<file path="src/rtl/gpio_cfg_if.sv">
// Sequencer bus: start/abort control, register-file read port and pad chain outputs.
interface gpio_cfg_if #(
   parameter int unsigned NUM_IO   = 38,
   parameter int unsigned CFG_BITS = 13
);
   localparam int unsigned IDX_W = (NUM_IO > 1) ? $clog2(NUM_IO) : 1;

   logic                start;
   logic                abort;
   logic [IDX_W-1:0]    cfg_idx;
   logic [CFG_BITS-1:0] cfg_word;
   logic                busy;
   logic                done;
   logic                serial_clock;
   logic                serial_data;
   logic                serial_load;

   // Sequencer side: reads the register file and drives the pad chain.
   modport master (
      input  start,
      input  abort,
      input  cfg_word,
      output cfg_idx,
      output busy,
      output done,
      output serial_clock,
      output serial_data,
      output serial_load
   );

   // Host / register file / pad chain side.
   modport slave (
      output start,
      output abort,
      output cfg_word,
      input  cfg_idx,
      input  busy,
      input  done,
      input  serial_clock,
      input  serial_data,
      input  serial_load
   );
endinterface

</file>
<file path="src/rtl/gpio_cfg_sequencer.sv">
// Serial configuration sequencer for the user-area GPIO pad chain.
// Shifts one word per pad (last pad first, MSB first) into the chain,
// then strobes serial_load so all pads apply their settings together.
module gpio_cfg_sequencer #(
   parameter int unsigned NUM_IO   = 38,
   parameter int unsigned CFG_BITS = 13,
   parameter int unsigned DIV      = 2
) (
   input logic        clk,
   input logic        resetn,
   gpio_cfg_if.master bus
);
   localparam int unsigned IDX_W = (NUM_IO > 1) ? $clog2(NUM_IO) : 1;
   localparam int unsigned BIT_W = $clog2(CFG_BITS);
   localparam int unsigned PH_W  = (DIV > 1) ? $clog2(DIV) : 1;

   localparam logic [IDX_W-1:0] IDX_LAST = IDX_W'(NUM_IO - 1);
   localparam logic [BIT_W-1:0] BIT_LAST = BIT_W'(CFG_BITS - 1);
   localparam logic [PH_W-1:0]  PH_LAST  = PH_W'(DIV - 1);

   typedef enum logic [2:0] {
      IDLE   = 3'd0,
      FETCH  = 3'd1,
      CLK_LO = 3'd2,
      CLK_HI = 3'd3,
      LOAD   = 3'd4,
      DONE   = 3'd5
   } state_t;

   state_t              state_q, state_d;
   logic [IDX_W-1:0]    idx_q, idx_d;
   logic [CFG_BITS-1:0] shreg_q, shreg_d;
   logic [BIT_W-1:0]    bitcnt_q, bitcnt_d;
   logic [PH_W-1:0]     phase_q, phase_d;
   logic                busy_q, busy_d;
   logic                done_q, done_d;
   logic                sclk_q, sclk_d;
   logic                sload_q, sload_d;
   logic                phase_end;

   // Last cycle of the current DIV-long serial phase.
   assign phase_end = (phase_q == '0);

   // State, datapath and registered output flops.
   always_ff @(posedge clk or negedge resetn) begin
      if (!resetn) begin
         state_q  <= IDLE;
         idx_q    <= '0;
         shreg_q  <= '0;
         bitcnt_q <= '0;
         phase_q  <= '0;
         busy_q   <= 1'b0;
         done_q   <= 1'b0;
         sclk_q   <= 1'b0;
         sload_q  <= 1'b0;
      end else begin
         state_q  <= state_d;
         idx_q    <= idx_d;
         shreg_q  <= shreg_d;
         bitcnt_q <= bitcnt_d;
         phase_q  <= phase_d;
         busy_q   <= busy_d;
         done_q   <= done_d;
         sclk_q   <= sclk_d;
         sload_q  <= sload_d;
      end
   end

   // Next-state, datapath update and output decode of the next state.
   always_comb begin
      state_d  = state_q;
      idx_d    = idx_q;
      shreg_d  = shreg_q;
      bitcnt_d = bitcnt_q;
      phase_d  = phase_q;
      busy_d   = 1'b0;
      done_d   = 1'b0;
      sclk_d   = 1'b0;
      sload_d  = 1'b0;

      unique case (state_q)
         IDLE: begin
            if (bus.start && !bus.abort) begin
               idx_d   = IDX_LAST;
               state_d = FETCH;
            end
         end
         FETCH: begin
            // cfg_word only has to be valid here; the word is held in shreg after.
            shreg_d  = bus.cfg_word;
            bitcnt_d = BIT_LAST;
            phase_d  = PH_LAST;
            state_d  = CLK_LO;
         end
         CLK_LO: begin
            if (phase_end) begin
               phase_d = PH_LAST;
               state_d = CLK_HI;
            end else begin
               phase_d = phase_q - PH_W'(1);
            end
         end
         CLK_HI: begin
            if (phase_end) begin
               phase_d = PH_LAST;
               if (bitcnt_q != '0) begin
                  // Shift only on leaving the high phase so data moves with the falling edge.
                  shreg_d  = {shreg_q[CFG_BITS-2:0], 1'b0};
                  bitcnt_d = bitcnt_q - BIT_W'(1);
                  state_d  = CLK_LO;
               end else if (idx_q != '0) begin
                  idx_d   = idx_q - IDX_W'(1);
                  state_d = FETCH;
               end else begin
                  state_d = LOAD;
               end
            end else begin
               phase_d = phase_q - PH_W'(1);
            end
         end
         LOAD: begin
            if (phase_end) begin
               state_d = DONE;
            end else begin
               phase_d = phase_q - PH_W'(1);
            end
         end
         DONE: begin
            state_d = IDLE;
         end
         default: begin
            state_d = IDLE;
         end
      endcase

      // Abort wins over everything outside IDLE; the load strobe is never reached.
      if (bus.abort && (state_q != IDLE)) begin
         state_d = IDLE;
      end

      busy_d  = (state_d != IDLE);
      done_d  = (state_d == DONE);
      sclk_d  = (state_d == CLK_HI);
      sload_d = (state_d == LOAD);
   end

   // Bus outputs are taken straight from flops.
   assign bus.cfg_idx      = idx_q;
   assign bus.busy         = busy_q;
   assign bus.done         = done_q;
   assign bus.serial_clock = sclk_q;
   assign bus.serial_data  = shreg_q[CFG_BITS-1];
   assign bus.serial_load  = sload_q;

   // Load strobe and shift clock are mutually exclusive.
   a_no_load_while_clk_high : assert property (
      @(posedge clk) disable iff (!resetn) !(sload_q && sclk_q));

   // Shift data holds steady across the whole high phase of the serial clock.
   a_data_stable_high : assert property (
      @(posedge clk) disable iff (!resetn)
      (sclk_q && $past(sclk_q)) |-> $stable(shreg_q[CFG_BITS-1]));

endmodule

</file>
<file path="src/flat_wrapper.sv">
// flat-port wrapper written by rule: the top's interface ports become plain ports
module gpio_cfg_sequencer_flat 
#(
   parameter int unsigned NUM_IO   = 38,
   parameter int unsigned CFG_BITS = 13,
   parameter int unsigned DIV      = 2
)
  (clk, resetn, bus_start, bus_abort, bus_cfg_word, bus_cfg_idx, bus_busy, bus_done, bus_serial_clock, bus_serial_data, bus_serial_load);
  gpio_cfg_if #(.NUM_IO(NUM_IO), .CFG_BITS(CFG_BITS)) bus_i ();
  input logic clk;
  input logic resetn;
  input wire logic [$bits(bus_i.start)-1:0] bus_start;
  input wire logic [$bits(bus_i.abort)-1:0] bus_abort;
  input wire logic [$bits(bus_i.cfg_word)-1:0] bus_cfg_word;
  output wire logic [$bits(bus_i.cfg_idx)-1:0] bus_cfg_idx;
  output wire logic [$bits(bus_i.busy)-1:0] bus_busy;
  output wire logic [$bits(bus_i.done)-1:0] bus_done;
  output wire logic [$bits(bus_i.serial_clock)-1:0] bus_serial_clock;
  output wire logic [$bits(bus_i.serial_data)-1:0] bus_serial_data;
  output wire logic [$bits(bus_i.serial_load)-1:0] bus_serial_load;
  assign bus_i.start = bus_start;
  assign bus_i.abort = bus_abort;
  assign bus_i.cfg_word = bus_cfg_word;
  assign bus_cfg_idx = bus_i.cfg_idx;
  assign bus_busy = bus_i.busy;
  assign bus_done = bus_i.done;
  assign bus_serial_clock = bus_i.serial_clock;
  assign bus_serial_data = bus_i.serial_data;
  assign bus_serial_load = bus_i.serial_load;
  gpio_cfg_sequencer #(.NUM_IO(NUM_IO), .CFG_BITS(CFG_BITS), .DIV(DIV)) u_core (.clk(clk), .resetn(resetn), .bus(bus_i));
endmodule
</file>
<file path="config.mk">
export PLATFORM = sky130hd
export DESIGN_NAME = gpio_cfg_sequencer_flat
export DESIGN_NICKNAME = d
export VERILOG_FILES = /design/src/rtl/gpio_cfg_if.sv /design/src/rtl/gpio_cfg_sequencer.sv /design/src/flat_wrapper.sv
export SDC_FILE = /design/constraint.sdc
export NUM_CORES = 1
export LEC_CHECK = 0
export ABC_AREA = 0
export BUFFER_PORTS_ARGS = -buffer_cell sky130_fd_sc_hd__buf_2
export CORE_UTILIZATION = 58
export DETAILED_ROUTE_END_ITERATION = 6
export PLACE_DENSITY = 0.83
export SYNTH_ARGS = -nofsm -noshare
export SYNTH_HDL_FRONTEND = slang
export SYNTH_SLANG_ARGS = --single-unit
</file>
<file path="constraint.sdc">
create_clock -name clk -period 3.2 [get_ports clk]
set_input_delay 0.64 -clock clk [delete_from_list [all_inputs] [get_ports clk]]
set_output_delay 0.64 -clock clk [all_outputs]
set_load 0.02 [all_outputs]
</file>
==> flow_summary.yaml <==
placement:
  routabilityCongestion: 0.921
  portBuffers: 27
  placed_cell_area_um2: 1690
  hpwl_mm: 2.15
global_route:
  grt_max_degree: 32
  first_global_vias: 1078
  globalRouteOverflowTotal: 0
  gr-usage-all-layers_pct: 24.4
  global_route_wire_length_before_repair_mm: 4.83
  number_of_antenna_violations_at_the_first_check_in_global_routing: 0
cells_and_area:
  drive_gt1_share_pct: 20.5
  layout.cells.most_common: "dfrtp_1"
  layout.cell_area.non_filler_um2: 1730
  post_layout_nets: 196
  area_delta_synth_final_pct: 11.1
  layout_common_cells: "31 x dfrtp_1, 27 x o21ai_0, 27 x buf_2, 16 x mux2i_1, 9 x nor2_1"
  n_antenna_cell: 0
routing:
  dr.first_iter.drc_count: 51
  drt_drc_violations_left: 0
  dr_total_vias: 1248
  route.detailed.wl_per_inst_um: 14.6
  detailed_router_iteration_count_before_antenna_repair: 4
  final_antenna_net_count: 0
  viasPerCell: 6.06
  finalWirelength_mm: 3.01
die:
  io-pin-count: 28
  chipHeight_um: 53.8
  placementRows: 18
  die_width_um: 53.8
  initial_utilization_pct: 62.2
  std_cell_core_area_um2: 2500
  die_area_um2: 2890
clocking:
  cts_root_buffer: "clkbuf_4"
  clock_sinks: 31
  cts_resized: 0
  post_cts.repair.setup_buffers: 0
  cts-htree-levels: 2
  ctsLongestPathBuffers: 2
  cts.clk_slew.worst_paths_ns: 0.09
  clk_latency_ns: 0.33
  cts-buffers-inserted: 5
  cts_tree: "yes"
  hold_fix_buffers_at_cts: 0
setup_path:
  crit_arrival_ns: 2.53
  path_max_fanout: 15
  worstSetupPathType: "reg2reg"
  reg2reg_depth: 6
  crit_path_end: "u_core.bitcnt_q[0]"
  worst_setup_path_start_kind: "flop"
  cp.required_ns: 3.42
  end_kind: "flop"
  regToRegEndpoint: "u_core.bitcnt_q[0]"
  timing.critical_path.slowest_cell_delay_ns: 0.45
  critical_path.cell_chain: "inv_1 > ha_1 > nor3b_1 > o21ai_0 > nand2_1 > mux2_2"
  regToRegStartpoint: "u_core.bitcnt_q[0]"
  worst_setup_path_startpoint: "u_core.bitcnt_q[0]"
  slowest_stage: "nor3b_1"
  r2r_setup_slack_ns: 0.88
timing:
  max_slew.worst_pin.slew_ns: 0.741
  worst_slew_margin_rel_pct: 50.6
  highest_clock_frequency_the_design_can_meet_ghz: 0.432
  period_share_pct: 72.4
  slew_viol_final: 0
  setup_tns_ns: 0
  report.final.setup_viol: 0
  grt_setup_unrepaired: "false"
  timing.final.hold_violations: 0
  hold-worst-slack_ns: 0.330
  finalCriticalPeriod_ns: 2.32
  clock_skew_ns: 0.0109
min_path:
  worst_hold_path_type: "in2async"
status:
  status: "finished clean"
yosys:
  post_synth_inst_count: 153
  synth_edf_count: 0
  yosys.cell_types.count: 36
  ys_async_sr_fraction_pct: 100
  synth.top_cells.by_area: "dfrtp_1 50%, mux2i_1 10%, o21ai_0 8.7%, nor2_1 2.2%, clkbuf_1 1.7%"
  syn_area_per_cell_um2: 10.2
  synth_top_area_cell: "dfrtp_1"
  ys_ff_latch: 31
  yosysWarnings: 0
  syn_area_um2: 1550
  synth_fp_nets: 172
  synth_top_area_share_pct: 49.9
  part_of_the_yosys_area_used_for_sequential_elements_pct: 49.9
  synth_ff_type: "dfrtp_1"
power_and_ir_drop:
  vdd_ir_drop_max_mv: 0.486
  pwr_density_cell_nw_per_um2: 651
  power.total_mw: 1.12
  p_leak_nw: 0.793
run:
  cap_violations: 0
-- stage by stage --
step | setup WS, ns | utilization, % | cells
2_1_floorplan | 1.29 | - | 153
3_3_place_gp | 1.08 | 67.4 | 200
3_5_place_dp | 0.957 | 67.4 | 200
4_1_cts | 0.922 | 69.1 | 206
5_1_grt | 0.698 | 69.1 | 206
6_report | 0.884 | 69.1 | 206
-- worst min-delay path by stage --
stage / from / endpoint / slack, ns / depth (start not counted)
2_1_floorplan: resetn / u_core.bitcnt_q[0] / 0.34 / 0
3_3_place_gp: u_core.bus.cfg_idx[4] / u_core.bus.cfg_idx[4] / 0.48 / 1
3_5_place_dp: u_core.bus.cfg_idx[5] / u_core.bus.cfg_idx[5] / 0.49 / 1
4_1_cts: resetn / u_core.bus.cfg_idx[2] / 0.35 / 1
5_1_grt: resetn / u_core.shreg_q[10] / 0.37 / 1
6_report: resetn / u_core.bus.cfg_idx[2] / 0.33 / 1
-- report_power, final --
group / internal [mW] / switching [mW] / leakage (nW)
registers: 0.508 / 0.0866 / 0.381
logic: 0.132 / 0.203 / 0.387
clock network: 0.0779 / 0.118 / 0.0242
-- worst max-delay path, delay by kind of cell (launching register included) --
kind,cells,cell delay [ns]
and+or+nand+nor,2,0.87
DFF,1,0.41
muxes,1,0.38
AOI/OAI and AO/OA,1,0.28
adders and majority gates,1,0.18
buffers and inverters,1,0.07
-- registers in the layout (all words and copies together) (netlist names) --
register	cells
u_core.shreg_q	13
u_core.bus.cfg_idx	6
u_core.bitcnt_q	4
u_core.state_q	3
u_core.bus.busy	1
u_core.bus.done	1
u_core.bus.serial_clock	1
u_core.bus.serial_load	1
u_core.phase_q	1
-- cell type report --
cell class              count  area (um^2)
clock buffers               6         41.3
fillers                   184          773
inverters                   7         26.3
multi-input cells         105          711
flip-flops and latches     31          776
well taps                  30         37.5
repair buffers             27          135
-- routing by layer --
metal	GRT usage (%)	vias up	share of wire (%)	wire length [um]
li1	-	600	-	-
met1	32.3	603	45	1360
met4	14.9	0	2.2	66
met2	35.6	38	48	1440
met3	5.93	7	4.7	142
met5	0	-	0	0
-- kinds of logic after synthesis --
| logic type | synth area share [%] |
|---|---|
| buf+inv | 4.35 |
| mux | 11.0 |
| simple gates | 15.8 |
| fa+ha+maj | 2.25 |
| flops | 49.9 |
| xor+xnor | 0.564 |
| compound gates | 16.1 |
-- cell usage after synthesis, types with 2 or more instances --
| library cell | instances |
|---|---|
| a21oi_1 | 2 |
| a31oi_1 | 2 |
| and3_1 | 2 |
| and3b_1 | 2 |
| and4_1 | 3 |
| buf_2 | 3 |
| clkbuf_1 | 7 |
| dfrtp_1 | 31 |
| ha_1 | 2 |
| inv_1 | 7 |
| mux2i_1 | 16 |
| nand2_1 | 6 |
| nand3_1 | 2 |
| nand4_1 | 2 |
| nand4b_1 | 3 |
| nor2_1 | 9 |
| nor2b_1 | 4 |
| nor3_1 | 3 |
| o211a_1 | 2 |
| o21ai_0 | 27 |
| o22ai_1 | 2 |
| o31ai_1 | 2 |
Power figures use the tool's default switching activity.
